## config.mk

```make
export PLATFORM = sky130hd
export DESIGN_NAME = lsu
export DESIGN_NICKNAME = d
export VERILOG_FILES = /design/src/rtl/lsu.sv
export SDC_FILE = /design/constraint.sdc
export NUM_CORES = 1
export LEC_CHECK = 0
export BUFFER_PORTS_ARGS = -buffer_cell sky130_fd_sc_hd__buf_4
export CAP_MARGIN = 10
export CELL_PAD_IN_SITES_DETAIL_PLACEMENT = 0
export CELL_PAD_IN_SITES_GLOBAL_PLACEMENT = 1
export CORE_UTILIZATION = 39
export CTS_BUF_LIST = sky130_fd_sc_hd__clkbuf_4 sky130_fd_sc_hd__clkbuf_8
export DETAILED_ROUTE_END_ITERATION = 16
export GPL_ROUTABILITY_DRIVEN = 0
export PLACE_DENSITY_LB_ADDON = 0.1
export SLEW_MARGIN = 20
export SYNTH_ARGS = -nofsm -noshare
export SYNTH_HDL_FRONTEND = slang
export SYNTH_SLANG_ARGS = --single-unit
```

## constraint.sdc

```tcl
create_clock -name clk -period 5.1 [get_ports clk]
set_clock_uncertainty 0.15 [all_clocks]
set_input_delay 1.02 -clock clk [delete_from_list [all_inputs] [get_ports clk]]
set_output_delay 1.02 -clock clk [all_outputs]
set_load 0.02 [all_outputs]
```

## src/rtl/lsu.sv

```systemverilog
// Load/store unit: turns one execute-stage load or store into a single
// word-aligned bus access and returns the sized, extended load result.
// Ports: clk/rst_n; rmem/wmem/addr/wdata/funct3 from execute; stall/done/err/
//        load_data back to the pipeline; bus_req/we/addr/be/wdata out,
//        bus_gnt/rvalid/rdata in. Minimum request-to-done is 3 cycles.
module lsu #(
  parameter int unsigned TIMEOUT = 255
) (
  input  logic        clk,
  input  logic        rst_n,
  input  logic        rmem,
  input  logic        wmem,
  input  logic [31:0] addr,
  input  logic [31:0] wdata,
  input  logic [2:0]  funct3,
  output logic        stall,
  output logic        done,
  output logic        err,
  output logic [31:0] load_data,
  output logic        bus_req,
  output logic        bus_we,
  output logic [31:0] bus_addr,
  output logic [3:0]  bus_be,
  output logic [31:0] bus_wdata,
  input  logic        bus_gnt,
  input  logic        bus_rvalid,
  input  logic [31:0] bus_rdata
);

  localparam int unsigned CW = $clog2(TIMEOUT + 1);
  localparam logic [CW-1:0] CNT_LAST = CW'(TIMEOUT - 1);

  typedef enum logic [1:0] {IDLE, REQ, RESP, DONE} state_e;

  state_e        state_q, state_d;
  logic [31:0]   addr_q, addr_d;
  logic [31:0]   wdata_q, wdata_d;
  logic [3:0]    be_q, be_d;
  logic          we_q, we_d;
  logic [2:0]    f3_q, f3_d;
  logic          err_q, err_d;
  logic [31:0]   rdata_q, rdata_d;
  logic [CW-1:0] cnt_q, cnt_d;

  // Access decode: legality, byte enables and lane-replicated store data.
  logic        legal;
  logic [3:0]  be_new;
  logic [31:0] wdata_new;

  always_comb begin
    legal     = 1'b0;
    be_new    = 4'b0000;
    wdata_new = wdata;
    case (funct3)
      3'b000, 3'b100: begin
        // Unsigned variants exist only for loads.
        legal     = !(wmem && funct3[2]);
        be_new    = 4'b0001 << addr[1:0];
        wdata_new = {4{wdata[7:0]}};
      end
      3'b001, 3'b101: begin
        legal     = !addr[0] && !(wmem && funct3[2]);
        be_new    = addr[1] ? 4'b1100 : 4'b0011;
        wdata_new = {2{wdata[15:0]}};
      end
      3'b010: begin
        legal     = (addr[1:0] == 2'b00);
        be_new    = 4'b1111;
        wdata_new = wdata;
      end
      default: legal = 1'b0;
    endcase
    if (rmem && wmem) legal = 1'b0;
  end

  always_comb begin
    state_d = state_q;
    addr_d  = addr_q;
    wdata_d = wdata_q;
    be_d    = be_q;
    we_d    = we_q;
    f3_d    = f3_q;
    err_d   = err_q;
    rdata_d = rdata_q;
    cnt_d   = cnt_q;
    case (state_q)
      IDLE: begin
        cnt_d = '0;
        if (rmem || wmem) begin
          we_d  = wmem;
          err_d = !legal;
          if (legal) begin
            addr_d  = addr;
            wdata_d = wdata_new;
            be_d    = be_new;
            f3_d    = funct3;
            state_d = REQ;
          end else begin
            // Illegal access completes immediately without touching the bus.
            state_d = DONE;
          end
        end
      end
      REQ: begin
        cnt_d = cnt_q + 1'b1;
        // A grant on the final budgeted cycle leaves no room for a response,
        // so the timeout wins.
        if (cnt_q == CNT_LAST) begin
          err_d   = 1'b1;
          state_d = DONE;
        end else if (bus_gnt) begin
          state_d = RESP;
        end
      end
      RESP: begin
        cnt_d = cnt_q + 1'b1;
        if (bus_rvalid) begin
          rdata_d = bus_rdata;
          state_d = DONE;
        end else if (cnt_q == CNT_LAST) begin
          err_d   = 1'b1;
          state_d = DONE;
        end
      end
      DONE: state_d = IDLE;
      default: state_d = IDLE;
    endcase
  end

  always_ff @(posedge clk) begin
    if (!rst_n) begin
      state_q <= IDLE;
      addr_q  <= '0;
      wdata_q <= '0;
      be_q    <= '0;
      we_q    <= 1'b0;
      f3_q    <= '0;
      err_q   <= 1'b0;
      rdata_q <= '0;
      cnt_q   <= '0;
    end else begin
      state_q <= state_d;
      addr_q  <= addr_d;
      wdata_q <= wdata_d;
      be_q    <= be_d;
      we_q    <= we_d;
      f3_q    <= f3_d;
      err_q   <= err_d;
      rdata_q <= rdata_d;
      cnt_q   <= cnt_d;
    end
  end

  // Load result extraction from the registered response.
  logic [7:0]  ld_b;
  logic [15:0] ld_h;
  logic [31:0] ld_ext;

  always_comb begin
    case (addr_q[1:0])
      2'b00:   ld_b = rdata_q[7:0];
      2'b01:   ld_b = rdata_q[15:8];
      2'b10:   ld_b = rdata_q[23:16];
      default: ld_b = rdata_q[31:24];
    endcase
    ld_h = addr_q[1] ? rdata_q[31:16] : rdata_q[15:0];
    case (f3_q)
      3'b000:  ld_ext = {{24{ld_b[7]}}, ld_b};
      3'b100:  ld_ext = {24'h0, ld_b};
      3'b001:  ld_ext = {{16{ld_h[15]}}, ld_h};
      3'b101:  ld_ext = {16'h0, ld_h};
      default: ld_ext = rdata_q;
    endcase
  end

  assign stall     = ((state_q == IDLE) && (rmem || wmem)) ||
                     (state_q == REQ) || (state_q == RESP);
  assign done      = (state_q == DONE);
  assign err       = (state_q == DONE) && err_q;
  assign load_data = ((state_q == DONE) && !err_q && !we_q) ? ld_ext : 32'h0;
  assign bus_req   = (state_q == REQ);
  assign bus_we    = (state_q == REQ) && we_q;
  assign bus_addr  = {addr_q[31:2], 2'b00};
  assign bus_be    = be_q;
  assign bus_wdata = wdata_q;

endmodule

```

Word-level counts from Yosys, hierarchy flattened
Index checks and enable logic that the tools add are counted.
- memories kept: 0
- RAM bits: 0
- bits in read-only memories: 0
- latch bits: 0
- register bits after elaboration: 115
- input port bits: 105
- output and inout bits: 105
- muxes and demuxes: 21
- magnitude comparators: 0
- shift operators: 1
- multiply operators: 0
- bitwise gates (word level): 0
- divide/modulo/power cells: 0
- reductions and logical operators: 31
- $add $sub $neg: 1
- equal/unequal tests: 17
- operators by type and width (kind ; number):
    $pmux 32 s4 ; 1
    $pmux 32 s2 ; 1
    $mux 32 ; 1
    $pmux 8 s3 ; 1
    $mux 16 ; 1
    $pmux 8 s2 ; 1
    $eq 3x3->1 const B ; 4
    $mux 2 ; 6
    $pmux 4 s3 ; 1
    $reduce_and 3->1 ; 3
    $add 8x1->8 const B ; 1
    $eq 8x8->1 const B ; 1
    $logic_and 1x1->1 ; 8
    $pmux 2 s4 ; 1
    $eq 2x2->1 const B ; 3
    $eq 3x1->1 const B ; 2
    $logic_not 2->1 ; 3
    $logic_not 3->1 ; 2
    $pmux 1 s3 ; 2
    $reduce_or 2->1 ; 3
    $logic_not 1->1 ; 5
    $eq 2x1->1 const B ; 2
    $mux 1 ; 4
    $mux 4 ; 1
    9 further kinds ; 13

Depth between registers and ports, before layout
Gate-level depths: netlist of the first run.
- word-level depth: 8
- gate-level depth with buffers: 8
- gate-level depth less buffers: 6

Worst setup path before layout of the first run
OpenSTA, ideal clock, no wires.
- kind: reg2out
- from: register state_q[1]
- to: output load_data[22]
- path buffers: 2
- data required time: 3.930 ns
- path slack: 2.199 ns
- arrival: 1.731 ns
- cell stages (with the launch flop): 6
- cells stage by stage: dfxtp_1 > ha_1 > nand2_1 > clkbuf_1 > clkbuf_1 > nor3_1
- cells in the longest elaborated chain, start to end: 4
- RTL lines (item ; line ; text):
    start, declared ; 35 ; state_e state_q, state_d;
    start signal, assigned ; 142 ; state_q <= state_d;
    $eq 2x2->1 ; n/a ;
    named net done ; 17 ; output logic done,
    $logic_and 1x1->1 (2 in series) ; 180 ; assign load_data = ((state_q == DONE) && !err_q && !we_q) ? ld_ext : 32'h0;
    $mux 32 ; 180 ;
    end, declared ; 19 ; output logic [31:0] load_data,
The timed path passes the listed nets, and every way through them passes these cells.

Worst setup path after layout of the first run
- from: register addr_q[1]
- to: output load_data[24]
- cells in the longest elaborated chain, start to end: 4
- RTL lines (item ; line ; text):
    start, declared ; 36 ; logic [31:0] addr_q, addr_d;
    start signal, assigned ; 143 ; addr_q <= addr_d;
    $eq 2x2->1 (tied with other cells) ; 160 ; case (addr_q[1:0])
    $pmux 8 s3 ; 160 ;
    $pmux 32 s4 (*) ; 167 ; case (f3_q)
    $mux 32 (*) ; 180 ;
Mark *: on every way between the ends. The rest lies on a longest branch, timed or not.

==> results of run 1 <==
power by group:
group | switching [mW] | internal [mW] | leakage [nW] | total, mW
clock network | 0.402 | 0.385 | 0.170 | 0.788
logic | 0.421 | 0.282 | 1.86 | 0.703
registers | 0.0810 | 1.00 | 0.934 | 1.08
total | 0.904 | 1.67 | 2.97 | 2.57
layer usage:
layer  GRT usage  vias up  part of all wire
met2      0.3532      185              0.46
met4     0.07927        0             0.015
met3     0.07388       22             0.079
li1            -     2772                 -
met1      0.2734     2533              0.44
met5           0        -                 0
synth_stat cells, types with 3 or more instances:
cell type | n | area share
o21ai_0 | 67 | 0.059
nor2b_1 | 17 | 0.019
clkbuf_1 | 36 | 0.024
a211oi_1 | 6 | 0.0080
buf_4 | 35 | 0.046
o32ai_1 | 5 | 0.0077
inv_1 | 18 | 0.012
mux2_2 | 4 | 0.0080
a21oi_1 | 41 | 0.036
nand4_1 | 3 | 0.0033
nor3_1 | 20 | 0.018
buf_1 | 10 | 0.0066
a311oi_1 | 8 | 0.012
nand2_1 | 154 | 0.10
nand3_1 | 43 | 0.038
buf_2 | 9 | 0.0080
o221a_2 | 5 | 0.0099
dfxtp_1 | 115 | 0.41
ha_1 | 7 | 0.015
a221oi_1 | 8 | 0.012
xor2_1 | 4 | 0.0062
nor3b_1 | 3 | 0.0040
o2111ai_1 | 8 | 0.012
mux2i_1 | 20 | 0.035
nor2_1 | 47 | 0.031
a31oi_1 | 4 | 0.0044
and2_1 | 4 | 0.0044
a211oi_2 | 8 | 0.018
worst min-delay path, stage by stage (launching register included):
cell     delay [ns]
dfxtp_1        0.31
nand2_1        0.05
o21ai_0        0.06
registers in the layout (all words and copies together) (netlist names):
register,flops
addr_q,32
bus_be,4
bus_wdata,32
cnt_q,8
err_q,1
f3_q,3
rdata_q,32
state_q,2
we_q,1
how the worst max path moves through the flow:
stage | slack (ns) | cells past startpoint | endpoint | from
floorplan | 2.20 | 5 | load_data[22] | state_q[1]$_SDFFE_PN0P_
detailed placement | 1.70 | 5 | load_data[31] | addr_q[1]$_SDFFE_PN0P_
finish | 1.20 | 5 | load_data[24] | addr_q[1]$_SDFFE_PN0P_
global placement | 1.78 | 5 | load_data[9] | addr_q[1]$_SDFFE_PN0P_
global route | 0.96 | 5 | load_data[25] | addr_q[1]$_SDFFE_PN0P_
CTS | 1.21 | 5 | load_data[31] | addr_q[1]$_SDFFE_PN0P_
metrics by stage:
stage | worst slack [ns] | instances | area [sq um] | hold WS (ns) | util
3_3_place_gp | 1.777 | 1032 | 6983 | 0.2950 | 0.4973
5_1_grt | 0.9616 | 1064 | 7360 | 0.3276 | 0.5241
6_report | 1.197 | 1064 | 7360 | 0.3074 | 0.5241
3_5_place_dp | 1.700 | 1032 | 6984 | 0.3018 | 0.4974
2_1_floorplan | 2.199 | 733 | 5664 | 0.2863 | -
4_1_cts | 1.213 | 1064 | 7356 | 0.3118 | 0.5238
area by class of cell:
class | count | share of cell area
clock buffers | 17 | 0.03179
clock inverters | 15 | 0.01870
inverters | 19 | 0.009861
multi-input cells | 508 | 0.3820
flip-flops and latches | 115 | 0.3128
well taps | 180 | 0.03060
repair buffers | 210 | 0.2142
cell families (layout without fill, tap and decap cells):
logic type	Yosys count	in the layout	share of synthesized area
DFF	115	115	0.4067
xor gates and xnor gates	5	5	0.007736
buffers and inverters	110	261	0.09947
AOI/OAI and AO/OA	169	169	0.1934
and+or+nand+nor	301	301	0.2332
adders and majority gates	7	7	0.01547
muxes	24	24	0.04332
other	1	2	0.0006625
==> qor.yml, run 1 <==
outcome: "completed"
startpoint_type: "flip-flop"
postSynthCellCount: 732
ys_seq_elements: 115
worstPathArrival_ns: 2.73
end_kind: "output pin"
start_util: 0.4031
die_y_um: 122.5
rsz0062_at_grt: "false"
cpMaxStageDelayCell: "dfxtp_1"
finalCritPeriodShare: 0.7653
critPathBufInv: 1
synth_area_per_cell_sq_um: 7.733
portBuffers: 207
fin_nets: 983
placementRows: 43
grt_overflow: 0
synth-seq-area-share: 0.4067
min-delay-path-class: "reg2reg"
reg2reg_to: "addr_q[21]$_SDFFE_PN0P_"
slowest_delay_ns: 0.74
hold_start: "addr_q[28]$_SDFFE_PN0P_"
cts_tree: "built"
cts_hold_buf: 0
crit_type: "reg2out"
drive_above_1_share: 0.2986
leakage_nw: 2.967
slew_headroom: 0.3183
ctsResizeCount: 0
area_growth_pct: 30.02
num_antenna_cells: 0
worst_pin_slew_ns: 1.023
synth-main-ff-cell: "dfxtp_1"
drt_first_pass_iters: 5
hold_path_end: "addr_q[28]$_SDFFE_PN0P_"
die_w_um: 122.5
clkLatencyLatePin_ns: 0.44
final_cell_mix: "buf_4 (210), nand2_1 (153), dfxtp_1 (115), o21ai_0 (67), nor2_1 (47)"
grt_pass1_wl_mm: 25.85
tns_ns: 0
numCtsBuffers: 17
worstReg2RegStart: "state_q[0]$_SDFFE_PN0P_"
antenna_found_initial: 0
crit_chain: "mux2i_1 > o21ai_0 > a31oi_2 > nor3_1 > buf_4"
postRouteAntennaNets: 0
p_per_area_mw_per_mm2: 349.4
die_area_sq_mm: 0.01500
layout_commonest_cell: "buf_4"
drt-total-wl_mm: 16.26
finalPower_mw: 2.571
fmax_mhz: 256.2
cts_root_buffer: "clkbuf_8"
synth-edff-count: 0
maxCapViolCount: 0
async_reset_ff_frac: 0
synth.yosys.warnings: 0
grt_max_degree: 107
setup_viol: 0
finalMaxSlewViolations: 0
r2r_slack_ns: 2.52
routedWlPerCell_um: 15.28
synth_cell_types: 47
grt_use_total: 0.2202
core_sq_mm: 0.01404
worstPathRequired_ns: 3.93
drcViolationCount: 0
path_clk_slew_ns: 0.07
crit_family: "compound AO/OA/AOI/OAI gates"
hold_viol: 0
regArea_sq_mm: 0.002302
min_path_cells: 2
ios: 210
cp_max_fo: 19
post_cts_buffers: 0
ir_drop_uv: 183.4
via_per_inst: 5.180
htree_levels: 4
fin_crit_ns: 3.903
dpl.hpwl_mm: 11.55
netlist_area_sq_mm: 0.005660
drt_iter0_markers: 330
grt_pass1_vias: 5253
multi_input_area_sq_mm: 0.002811
cts.sinks: 115
clockBufferDepth: 2
reg2reg_depth: 6
final.fill_count: 1367
num_vias: 5512
Power figures use the tool's default switching activity.
==> run 2: changes to the inputs <==
- CORE_UTILIZATION: 39 -> 36
- clock period: 5.1 -> 4 ns (I/O delays scaled with it)
==> run 2 against run 1 <==
Compared with the run above: utilization shrank 3.4 points; register-to-register slack lost 0.86 ns; worst setup slack lost 0.92 ns; total power grew 33%; critical endpoint is now load_data[23].
==> qor.yml, run 2 (same netlist as run 1, synthesis figures left out) <==
p_per_area_mw_per_mm2: 456.4  # +31%
ctsResizeCount: 0  # unchanged
whs_ns: 0.3075  # +0.0001300 ns
ir_drop_uv: 220.5  # +20%
fin_cells: 1097  # +3.1%
slowest_delay_ns: 0.76  # +0.02 ns
power_frac_clock: 0.330  # +0.024
fin_crit_ns: 3.722
layout_commonest_cell: "buf_4"
hold_viol: 0  # unchanged
via_per_inst: 4.989  # -3.7%
min-delay-path-class: "reg2reg"
worst_pin_slew_ns: 0.9859  # -0.03672 ns
p_int_mw: 2.306  # +38%
post-place-ws_ns: 0.7607  # -0.9395 ns
grt_pass1_wl_mm: 26.34  # +1.9%
die_area_sq_mm: 0.01623  # +8.2%
comb_power_share: 0.267  # -0.006
dpl.hpwl_mm: 11.91  # +3.1%
maxCapViolCount: 0  # unchanged
drcViolationCount: 0  # unchanged
htree_levels: 4  # unchanged
start_util: 0.3710  # -0.03213
grt_max_degree: 106  # -0.93%
placementRows: 45  # +4.7%
end_kind: "output pin"
startpoint_type: "flip-flop"
tns_ns: 0  # unchanged
ios: 210  # unchanged
final.fill_count: 1524  # +11%
slew_headroom: 0.3427  # +0.02448
num_vias: 5473  # -0.71%
die_y_um: 127.4  # +4.0%
dpl.cell_count: 1066  # +3.3%
seqPwrFrac: 0.404  # -0.016
die_w_um: 127.4  # +4.0%
outcome: "completed"
grt_overflow: 0  # unchanged
setup_viol: 0  # unchanged
r2r_slack_ns: 1.66  # -0.86 ns
antenna_found_initial: 0  # unchanged
finalMaxSlewViolations: 0  # unchanged
worstPathArrival_ns: 2.77  # +0.04 ns
grt_pass1_vias: 5278  # +0.48%
cts_tree: "built"
leakage_nw: 3.030  # +2.1%
cts_root_buffer: "clkbuf_8"
area_growth_pct: 32.05
finalCritPeriodShare: 0.9306
post_cts_buffers: 0  # unchanged
postRouteAntennaNets: 0  # unchanged
cp_max_fo: 19  # unchanged
cpMaxStageDelayCell: "dfxtp_1"
crit_chain: "mux2i_1 > nand2_1 > a31oi_2 > nor3_1 > buf_4"
fin_util: 0.4899  # -0.03423
power_switching_mw: 1.105  # +22%
routedWlPerCell_um: 14.96  # -2.1%
fin_nets: 986  # +0.31%
num_antenna_cells: 0  # unchanged
cts_hold_buf: 0  # unchanged
final_cell_mix: "buf_4 (212), nand2_1 (153), dfxtp_1 (115), o21ai_0 (67), nor2_1 (47)"
rsz0062_at_grt: "false"
portBuffers: 207  # unchanged
numCtsBuffers: 17  # unchanged
clkLatencyLatePin_ns: 0.43  # about the same
crit_family: "flip-flops"
grt_use_total: 0.2070  # -0.01316
cts.sinks: 115  # unchanged
clockBufferDepth: 2  # unchanged
drt_iter0_markers: 312  # -5.5%
core_sq_mm: 0.01526  # +8.7%
final_area_sq_mm: 0.007475  # +1.6%
placed_area_sq_mm: 0.007057  # +1.0%
drt-total-wl_mm: 16.42  # +0.98%
path_clk_slew_ns: 0.06  # about the same
crit_type: "reg2out"
fmax_mhz: 268.7
finalPower_mw: 3.411  # +33%
fin_ws_ns: 0.2778  # -0.9194 ns
drive_above_1_share: 0.2991  # +0.0004545
drt_first_pass_iters: 6  # +1
worstPathRequired_ns: 3.05  # -0.88 ns
netSwitchingFraction: 0.3239  # -0.02767
critPathBufInv: 1  # unchanged
==> run 2: cell types whose count changed in the layout (fill, tap and decap cells not counted) <==
| cell | previous run | this run |
|---|---|---|
| buf_4 | 210 | 212 |
| clkbuf_4 | 0 | 1 |
| bufinv_16 | 1 | 3 |
| clkinv_4 | 5 | 1 |
| and2_1 | 3 | 4 |
| and2_2 | 1 | 0 |
| clkbuf_8 | 17 | 20 |
| clkinv_2 | 3 | 6 |
| inv_6 | 1 | 0 |
| buf_12 | 0 | 1 |
| clkinvlp_4 | 6 | 1 |
==> run 2: worst paths after layout <==
kind / from / to / depth (start not counted)
worst max register to register: state_q[0]$_SDFFE_PN0P_ / bus_wdata[14]$_SDFFE_PN0P_ / 6
worst min register to register: rdata_q[14]$_SDFFE_PN0P_ / rdata_q[14]$_SDFFE_PN0P_ / 2
worst min-delay path: rdata_q[14]$_SDFFE_PN0P_ / rdata_q[14]$_SDFFE_PN0P_ / 2
worst max-delay path: addr_q[1]$_SDFFE_PN0P_ / load_data[23] / 5
==> run 2: area by class of cell <==
type | count | area (sq um) | share of cell area
Multi-Input combinational cell | 508 | 2810 | 0.3760
Clock inverter | 10 | 131.4 | 0.01758
Timing Repair Buffer | 213 | 1612 | 0.2156
Clock buffer | 21 | 282.8 | 0.03783
Tap cell | 211 | 264.0 | 0.03532
Inverter | 19 | 72.57 | 0.009709
Sequential cell | 115 | 2302 | 0.3080
==> run 2: per-layer routing <==
layer,wire [um],global-route usage
met5,0,0
met4,251,0.06933
met3,1420,0.08040
met2,7716,0.3353
met1,7026,0.2507
==> run 2: power by group through the flow <==
stage	sequential [mW]	clock, mW	combinational (mW)
6_report	1.38	1.12	0.909
5_1_grt	1.39	1.22	1.01
4_1_cts	1.38	1.16	0.916
3_5_place_dp	1.40	0	0.913
3_3_place_gp	1.39	0	0.896
2_1_floorplan	1.41	0	0.572
==> run 2: worst min-delay path, delay by kind of cell (launching register included) <==
family	cells	cell delay (ns)
DFF	1	0.31
and+or+nand+nor	1	0.05
AOI/OAI and AO/OA	1	0.05
